## config.mk

```make
export PLATFORM = sky130hd
export DESIGN_NAME = ex_div
export DESIGN_NICKNAME = d
export VERILOG_FILES = /design/src/rtl/ex_div_pkg.sv /design/src/rtl/ex_div.sv
export SDC_FILE = /design/constraint.sdc
export NUM_CORES = 1
export LEC_CHECK = 0
export ABC_AREA = 1
export CORE_UTILIZATION = 43
export CTS_BUF_LIST = sky130_fd_sc_hd__clkbuf_8
export CTS_CLUSTER_SIZE = 40
export DETAILED_ROUTE_END_ITERATION = 10
export PLACE_DENSITY = 0.59
export REMOVE_ABC_BUFFERS = 1
export SYNTH_ARGS = -nofsm -noshare
export SYNTH_HDL_FRONTEND = slang
export SYNTH_SLANG_ARGS = --single-unit
```

## constraint.sdc

```tcl
create_clock -name clk -period 8 [get_ports clk]
set_input_delay 2.4 -clock clk [delete_from_list [all_inputs] [get_ports clk]]
set_output_delay 2.4 -clock clk [all_outputs]
set_load 0.01 [all_outputs]
```

## src/rtl/ex_div_pkg.sv

```systemverilog
// ex_div_pkg: shared encodings for the execute-stage divider.
package ex_div_pkg;
    localparam int XLEN       = 32;
    localparam int REG_ADDR_W = 5;

    localparam logic [1:0] OP_DIV  = 2'b00;
    localparam logic [1:0] OP_DIVU = 2'b01;
    localparam logic [1:0] OP_REM  = 2'b10;
    localparam logic [1:0] OP_REMU = 2'b11;

    typedef enum logic [1:0] {
        IDLE,
        CALC,
        DONE
    } state_e;
endpackage

```

## src/rtl/ex_div.sv

```systemverilog
// ex_div: multi-cycle radix-2 restoring divider for RV32M DIV/DIVU/REM/REMU.
// Results leave on the register-file write-back triple; decode stalls on busy_o.
module ex_div
    import ex_div_pkg::*;
#(
    parameter int DATA_W = XLEN
) (
    input  logic                  clk,
    input  logic                  rst,
    input  logic                  start_i,
    input  logic [1:0]            op_i,
    input  logic [DATA_W-1:0]     dividend_i,
    input  logic [DATA_W-1:0]     divisor_i,
    input  logic [REG_ADDR_W-1:0] reg_waddr_i,
    input  logic                  flush_i,
    output logic                  busy_o,
    output logic                  done_o,
    output logic [DATA_W-1:0]     reg_wdata_o,
    output logic [REG_ADDR_W-1:0] reg_waddr_o,
    output logic                  reg_wen_o
);
    localparam int CNT_W = $clog2(DATA_W) + 1;
    localparam logic [DATA_W-1:0] MIN_NEG = {1'b1, {(DATA_W-1){1'b0}}};

    state_e                state_q, state_d;
    logic [DATA_W-1:0]     quo_q, quo_d, rem_q, rem_d, dvs_q, dvs_d, wdata_q, wdata_d;
    logic [CNT_W-1:0]      cnt_q, cnt_d;
    logic [REG_ADDR_W-1:0] waddr_q, waddr_d;
    logic                  is_rem_q, is_rem_d, neg_a_q, neg_a_d, neg_b_q, neg_b_d;

    logic              is_signed, is_rem, a_neg, b_neg, ovf, special, last;
    logic [DATA_W-1:0] abs_a, abs_b, spec_res, quo_n, rem_n, quo_fix, rem_fix;
    logic [DATA_W:0]   trial, diff;

    always_comb begin
        is_signed = op_i == OP_DIV || op_i == OP_REM;
        is_rem    = op_i == OP_REM || op_i == OP_REMU;
        a_neg     = is_signed & dividend_i[DATA_W-1];
        b_neg     = is_signed & divisor_i[DATA_W-1];
        abs_a     = a_neg ? -dividend_i : dividend_i;
        abs_b     = b_neg ? -divisor_i : divisor_i;
        ovf       = is_signed && dividend_i == MIN_NEG && divisor_i == '1;
        special   = divisor_i == '0 || ovf;
        spec_res  = divisor_i == '0 ? (is_rem ? dividend_i : '1) : (is_rem ? '0 : MIN_NEG);
        // Trial subtraction in DATA_W+1 bits: the top bit of diff is the borrow.
        trial     = {rem_q, quo_q[DATA_W-1]};
        diff      = trial - {1'b0, dvs_q};
        quo_n     = {quo_q[DATA_W-2:0], ~diff[DATA_W]};
        rem_n     = diff[DATA_W] ? trial[DATA_W-1:0] : diff[DATA_W-1:0];
        quo_fix   = (neg_a_q ^ neg_b_q) ? -quo_n : quo_n;
        rem_fix   = neg_a_q ? -rem_n : rem_n;
        last      = cnt_q == CNT_W'(DATA_W - 1);
        state_d   = state_q;
        quo_d     = quo_q;
        rem_d     = rem_q;
        dvs_d     = dvs_q;
        cnt_d     = cnt_q;
        waddr_d   = waddr_q;
        is_rem_d  = is_rem_q;
        neg_a_d   = neg_a_q;
        neg_b_d   = neg_b_q;
        wdata_d   = wdata_q;
        if (flush_i) begin
            state_d = IDLE;
        end else if (state_q == IDLE && start_i) begin
            state_d  = special ? DONE : CALC;
            quo_d    = abs_a;
            rem_d    = '0;
            dvs_d    = abs_b;
            cnt_d    = '0;
            waddr_d  = reg_waddr_i;
            is_rem_d = is_rem;
            neg_a_d  = a_neg;
            neg_b_d  = b_neg;
            wdata_d  = special ? spec_res : wdata_q;
        end else if (state_q == CALC) begin
            quo_d   = quo_n;
            rem_d   = rem_n;
            cnt_d   = cnt_q + CNT_W'(1);
            state_d = last ? DONE : CALC;
            wdata_d = last ? (is_rem_q ? rem_fix : quo_fix) : wdata_q;
        end else if (state_q == DONE) begin
            state_d = IDLE;
        end
    end

    always_ff @(posedge clk or posedge rst) begin
        if (rst) begin
            state_q  <= IDLE;
            quo_q    <= '0;
            rem_q    <= '0;
            dvs_q    <= '0;
            cnt_q    <= '0;
            waddr_q  <= '0;
            is_rem_q <= 1'b0;
            neg_a_q  <= 1'b0;
            neg_b_q  <= 1'b0;
            wdata_q  <= '0;
        end else begin
            state_q  <= state_d;
            quo_q    <= quo_d;
            rem_q    <= rem_d;
            dvs_q    <= dvs_d;
            cnt_q    <= cnt_d;
            waddr_q  <= waddr_d;
            is_rem_q <= is_rem_d;
            neg_a_q  <= neg_a_d;
            neg_b_q  <= neg_b_d;
            wdata_q  <= wdata_d;
        end
    end

    assign busy_o      = state_q != IDLE;
    assign done_o      = state_q == DONE && !flush_i;
    assign reg_wdata_o = wdata_q;
    assign reg_waddr_o = waddr_q;
    assign reg_wen_o   = done_o && waddr_q != '0;
endmodule

```

Word-level counts from Yosys, hierarchy flattened:

Cells that the tools add are included.

* bits in registers: 144
* bits in latches: 0
* bits in writable memories: 0
* memory bits (read-only): 0
* bits of input ports: 75
* output and inout bits: 40
* logic and storage cells: 74
* memories kept: 0

* $add $sub $neg: 6
* multiply operators: 0
* div/mod/pow operators: 0
* order comparisons: 0
* equal/unequal tests: 8
* shifts and indexed selects: 0
* mux-type cells: 25
* bitwise operators: 5
* reduce and logical (&&, ||, !) cells: 20

Operators by type and width (count)
* 32-bit 2-to-1 mux: 17
* 32-bit negator: 4
* 32-bit == test (second input constant): 2
* 33-bit by 32-bit subtractor with 33-bit output: 1
* 32-bit logical NOT: 1
* 2-bit 2-to-1 mux: 6
* 6-bit 2-to-1 mux: 2
* 6-bit by 1-bit adder with 6-bit output (second input constant): 1
* 2-bit == test (second input constant): 3
* 6-bit by 5-bit == test with 1-bit output (second input constant): 1
* 2-bit nonzero test: 3
* 1-bit logical AND: 5
* 5-bit nonzero test: 1
* 2-bit logical NOT: 2
* 2-bit AND reduction: 2
* 4-bit AND reduction: 1
* 4-bit nonzero test: 1
* 1-bit logical OR: 3
* 1-bit AND: 2
* 2-bit by 1-bit == test with 1-bit output (second input constant): 1
* 2-bit inequality test (second input constant): 1
* 1-bit inverter: 2
* 1-bit logical NOT: 1
* 1-bit XOR: 1

Depth between registers and ports, before layout:

* depth in word-level cells: 8
* mapped depth: 34
* gate-level depth less buffers: 32

Worst setup path after synthesis:

Ideal clock, no wire load.

* path kind: input-to-output
* start point: input flush_i
* end point: output reg_wen_o
* arrival time: 2.813 ns
* required time: 5.600 ns
* path slack: 2.787 ns
* stages on the path: 3
* path buffers: 0
* path through: nor2_1 -> o41ai_1 -> inv_1

* longest elaborated chain between the ends: 3

RTL lines
* start: declaration: RTL line ex_div.sv:15 `input logic flush_i,`
* 1-bit logical NOT: RTL line ex_div.sv:114 `assign done_o = state_q == DONE && !flush_i;`
* 1-bit logical AND: RTL line ex_div.sv:114
* 1-bit logical AND: RTL line ex_div.sv:117 `assign reg_wen_o = done_o && waddr_q != '0;`
* end: declaration: RTL line ex_div.sv:20 `output logic reg_wen_o`

No other way between the ends.

Worst setup path after layout:

Ends and elaborated chain as after synthesis.

==> impl_metrics.tcl <==
set metrics [dict create \
    run_status "complete, no violations" \
    gp_congestion 0.925 \
    grt-ovfl-total 0 \
    areaGrowthSynthToFinish_pct 14.0 \
    post_route_core_utilization_pct 49.8 \
    setup-violations-final 0 \
    antenna_cells_inserted 0 \
    core.rowCount 63 \
    place_worst_setup_slack_ns 1.82 \
    max_freq_ghz 0.163 \
    synth_area_per_cell_um2 6.18 \
    chipHeight_um 175 \
    period_share_pct 76.8 \
    die_w_um 175 \
    yosys_warnings 0 \
    timing.reg2reg.worst_path_depth 32 \
    ys_seq_elements 144 \
    slew_headroom_pct 40.6 \
    synthCells 2095 \
    final_layout_size_suffix_gt1_share_pct 5.40 \
    cts_tree "built" \
    drc_violations 0 \
    start_util_pct 43.7 \
    hold_path_class "reg -> reg" \
    total_power_mw 5.32 \
    static-leakage-power_nw 7.52 \
    io_pins 115 \
    drt_iter0_drc 1211 \
    first_global_vias 12800 \
    worst_pin_slew_ns 0.892 \
    hold-path-cell-count 2 \
    drv_slew 0 \
    clock_latency_ns 0.50 \
    critical-path-top-cell-by-count "sky130_fd_sc_hd__clkdlybuf4s50_1" \
    crit_path_start_kind "primary input" \
    cp_num_cells 5 \
    cts.path.max_buffers 2 \
    final.setup_skew_ns 0.0157 \
    instances_no_fill 2576 \
    synth.distinct_cells 54 \
    post_drt_via_cell_ratio 5.30 \
    count_of_max_cap_constraint_violations 0 \
    critical_path_peak_fanout 4 \
    syn_area_mm2 0.0129 \
    hold_buffers 0 \
    setup-tns-final_ns 0 \
    cts_sinks 144 \
    route.final.wire_length_um 42300 \
    end_kind "output port" \
    placeableCoreArea_mm2 0.0296 \
    synth_flop_type "sky130_fd_sc_hd__dfrtp_1" \
    slowest_stage "sky130_fd_sc_hd__clkdlybuf4s50_1" \
    root_buffer "sky130_fd_sc_hd__clkbuf_8" \
    timing.critical_path.slowest_cell_delay_ns 0.52 \
    dp_cells 2544 \
    report.final.hold_viol_count 0 \
    cts-buffers-inserted 17 \
    crit_family "buffers and inverters" \
    detailroute.via_count 13700 \
    async_reset_ff_share_pct 100 \
    postCtsSetupRepairBufs 0 \
    hpwl_um 32200 \
    setup.worst_path.class "in -> out" \
    port_buffers 114 \
    route.antenna.remaining_nets 0 \
    post-route-worst-setup-slack_ns 1.86 \
    cts.repair.resized 0 \
    worst_ep_required_time_ns 5.60 \
    critical_path.cell_chain "clkdlybuf4s50_1 > nor2_1 > o41ai_1 > inv_1 > clkdlybuf4s50_1" \
    die-area_mm2 0.0308 \
    final_nets 2290 \
    synth_sequential_area_ratio_pct 27.8 \
    power.density_cell_area_mw_per_mm2 361 \
    wire_length_of_the_first_global_routing_pass_um 68400 \
    clk_pin_slew_ns 0.08 \
    grt_setup_unrepaired "no" \
    dr.pass1.iters 7 \
    routedWlPerCell_um 16.4 \
    critPathBufInv 3 \
    ir_drop_mv 0.180 \
    grt_antenna_before_repair 0 \
    pin_count_of_the_biggest_net_entering_global_routing 90 \
    clock_tree.htree_level_count 4 \
    grt.total_usage_pct 28.4 \
    layout_min_cycle_time_ns 6.14 \
    cp_data_arrival_time_ns 3.74 \
    synth-edff-count 0 \
]
==> synthesized netlist by cell type (5+ instances only) <==
library cell / instances / area share [%]
sky130_fd_sc_hd__nand2_1: 630 / 18
sky130_fd_sc_hd__inv_1: 309 / 9.0
sky130_fd_sc_hd__o21ai_0: 178 / 6.9
sky130_fd_sc_hd__nor2_1: 169 / 4.9
sky130_fd_sc_hd__nand3_1: 162 / 6.3
sky130_fd_sc_hd__dfrtp_1: 144 / 28
sky130_fd_sc_hd__a21oi_1: 92 / 3.6
sky130_fd_sc_hd__clkbuf_1: 53 / 1.5
sky130_fd_sc_hd__xor2_1: 44 / 3.0
sky130_fd_sc_hd__ha_1: 41 / 4.0
sky130_fd_sc_hd__nor3_1: 37 / 1.4
sky130_fd_sc_hd__nand4_1: 33 / 1.6
sky130_fd_sc_hd__nand2_2: 19 / 0.92
sky130_fd_sc_hd__o221ai_1: 17 / 1.2
sky130_fd_sc_hd__a211oi_1: 16 / 0.93
sky130_fd_sc_hd__o211ai_1: 13 / 0.75
sky130_fd_sc_hd__o21ai_1: 11 / 0.43
sky130_fd_sc_hd__inv_2: 10 / 0.29
sky130_fd_sc_hd__xnor2_1: 10 / 0.68
sky130_fd_sc_hd__nand3b_1: 8 / 0.46
sky130_fd_sc_hd__nor2_2: 8 / 0.39
sky130_fd_sc_hd__nor4_1: 8 / 0.39
sky130_fd_sc_hd__a31oi_1: 7 / 0.34
sky130_fd_sc_hd__buf_2: 6 / 0.23
sky130_fd_sc_hd__nand2_4: 5 / 0.44
sky130_fd_sc_hd__o22ai_1: 5 / 0.24
sky130_fd_sc_hd__or2_2: 5 / 0.24
==> logic make-up after synthesis <==
logic type / share of synthesized area (%)
flip-flops: 27.8
buffers and inverters: 11.8
XOR/XNOR: 3.65
AND/OR/NAND/NOR: 37.0
AO/OA/AOI/OAI: 15.6
adder cells (fa/ha/maj): 4.12
==> tightest hold or removal path, cell delays in order (launching register included) <==
cell and delay, ns:
sky130_fd_sc_hd__dfrtp_1 0.35, sky130_fd_sc_hd__nand2_1 0.05, sky130_fd_sc_hd__nand2_1 0.05
==> metal layers <==
| metal | share of wire, % | global-route usage, % | vias to the layer above |
|---|---|---|---|
| met3 | 5.8 | 4.09 | 55 |
| li1 | - | - | 6911 |
| met1 | 48 | 40.0 | 6307 |
| met2 | 44 | 44.8 | 391 |
| met4 | 2.2 | 8.48 | 0 |
| met5 | 0 | 0 | - |
==> power breakdown <==
part           switching (mW)  leakage (nW)  internal, mW  total, mW
clock                   0.350         0.187         0.255      0.605
combinational            2.32          5.48          1.18       3.50
sequential              0.215          1.85          1.00       1.22
==> final cells by class <==
type	instances	area [um^2]
multi-input cells	1558	7810
fillers	3157	14900
repair buffers	129	1250
well taps	390	488
flip-flops and latches	144	3600
clock buffers	17	234
inverters	323	1220
clock inverters	15	148
==> metrics by stage <==
stage / area [um^2] / hold WS (ns)
after CTS: 14800 / 0.487
after global placement: 14400 / 0.465
after global routing: 14800 / 0.505
final: 14800 / 0.479
after detailed placement: 14400 / 0.466
after floorplan: 12600 / 0.453
==> path summary, 6_finish.rpt <==
kind                                       from         endpoint  slack [ns]
worst max-delay path                    flush_i        reg_wen_o        1.86
worst min-delay path            reg_wdata_o[24]  reg_wdata_o[24]        0.48
worst max register to register        quo_q[31]  reg_wdata_o[28]        2.46
worst min register to register  reg_wdata_o[24]  reg_wdata_o[24]        0.48
max in group asynchronous                   rst        quo_q[26]        4.22
min in group asynchronous                   rst         dvs_q[5]        2.46
==> flip-flops by register name, summed over array words and instances (netlist names) <==
name         flops
quo_q           32
is_rem_q         1
reg_waddr_o      5
reg_wdata_o     32
cnt_q            6
neg_b_q          1
state_q          2
rem_q           32
dvs_q           32
neg_a_q          1
==> cells in the final DEF (no fill, tap or decap), types with 4 or more instances in the layout <==
cell type | synthesis | layout
sky130_fd_sc_hd__a21oi_2 | 4 | 4
sky130_fd_sc_hd__a31oi_1 | 7 | 7
sky130_fd_sc_hd__nand2_1 | 630 | 629
sky130_fd_sc_hd__inv_1 | 309 | 308
sky130_fd_sc_hd__or2_2 | 5 | 5
sky130_fd_sc_hd__buf_4 | 2 | 15
sky130_fd_sc_hd__a21oi_1 | 92 | 92
sky130_fd_sc_hd__nand3_1 | 162 | 162
sky130_fd_sc_hd__dfrtp_1 | 144 | 144
sky130_fd_sc_hd__nor4_1 | 8 | 8
sky130_fd_sc_hd__xor2_1 | 44 | 44
sky130_fd_sc_hd__a211oi_1 | 16 | 16
sky130_fd_sc_hd__nand2_2 | 19 | 20
sky130_fd_sc_hd__o221ai_1 | 17 | 17
sky130_fd_sc_hd__clkdlybuf4s50_1 | 0 | 114
sky130_fd_sc_hd__nor2_2 | 8 | 10
sky130_fd_sc_hd__nor2_1 | 169 | 167
sky130_fd_sc_hd__nand3b_1 | 8 | 8
sky130_fd_sc_hd__xnor2_1 | 10 | 10
sky130_fd_sc_hd__nand4_1 | 33 | 33
sky130_fd_sc_hd__nor3_1 | 37 | 37
sky130_fd_sc_hd__o22ai_1 | 5 | 5
sky130_fd_sc_hd__nand2_4 | 5 | 5
sky130_fd_sc_hd__inv_2 | 10 | 11
sky130_fd_sc_hd__o21ai_0 | 178 | 178
sky130_fd_sc_hd__ha_1 | 41 | 41
sky130_fd_sc_hd__o31ai_1 | 4 | 4
sky130_fd_sc_hd__clkbuf_8 | 0 | 17
sky130_fd_sc_hd__o21ai_1 | 11 | 11
sky130_fd_sc_hd__o211ai_1 | 13 | 13
sky130_fd_sc_hd__inv_6 | 0 | 9
Note: power is estimated with default switching activity, not from simulation.
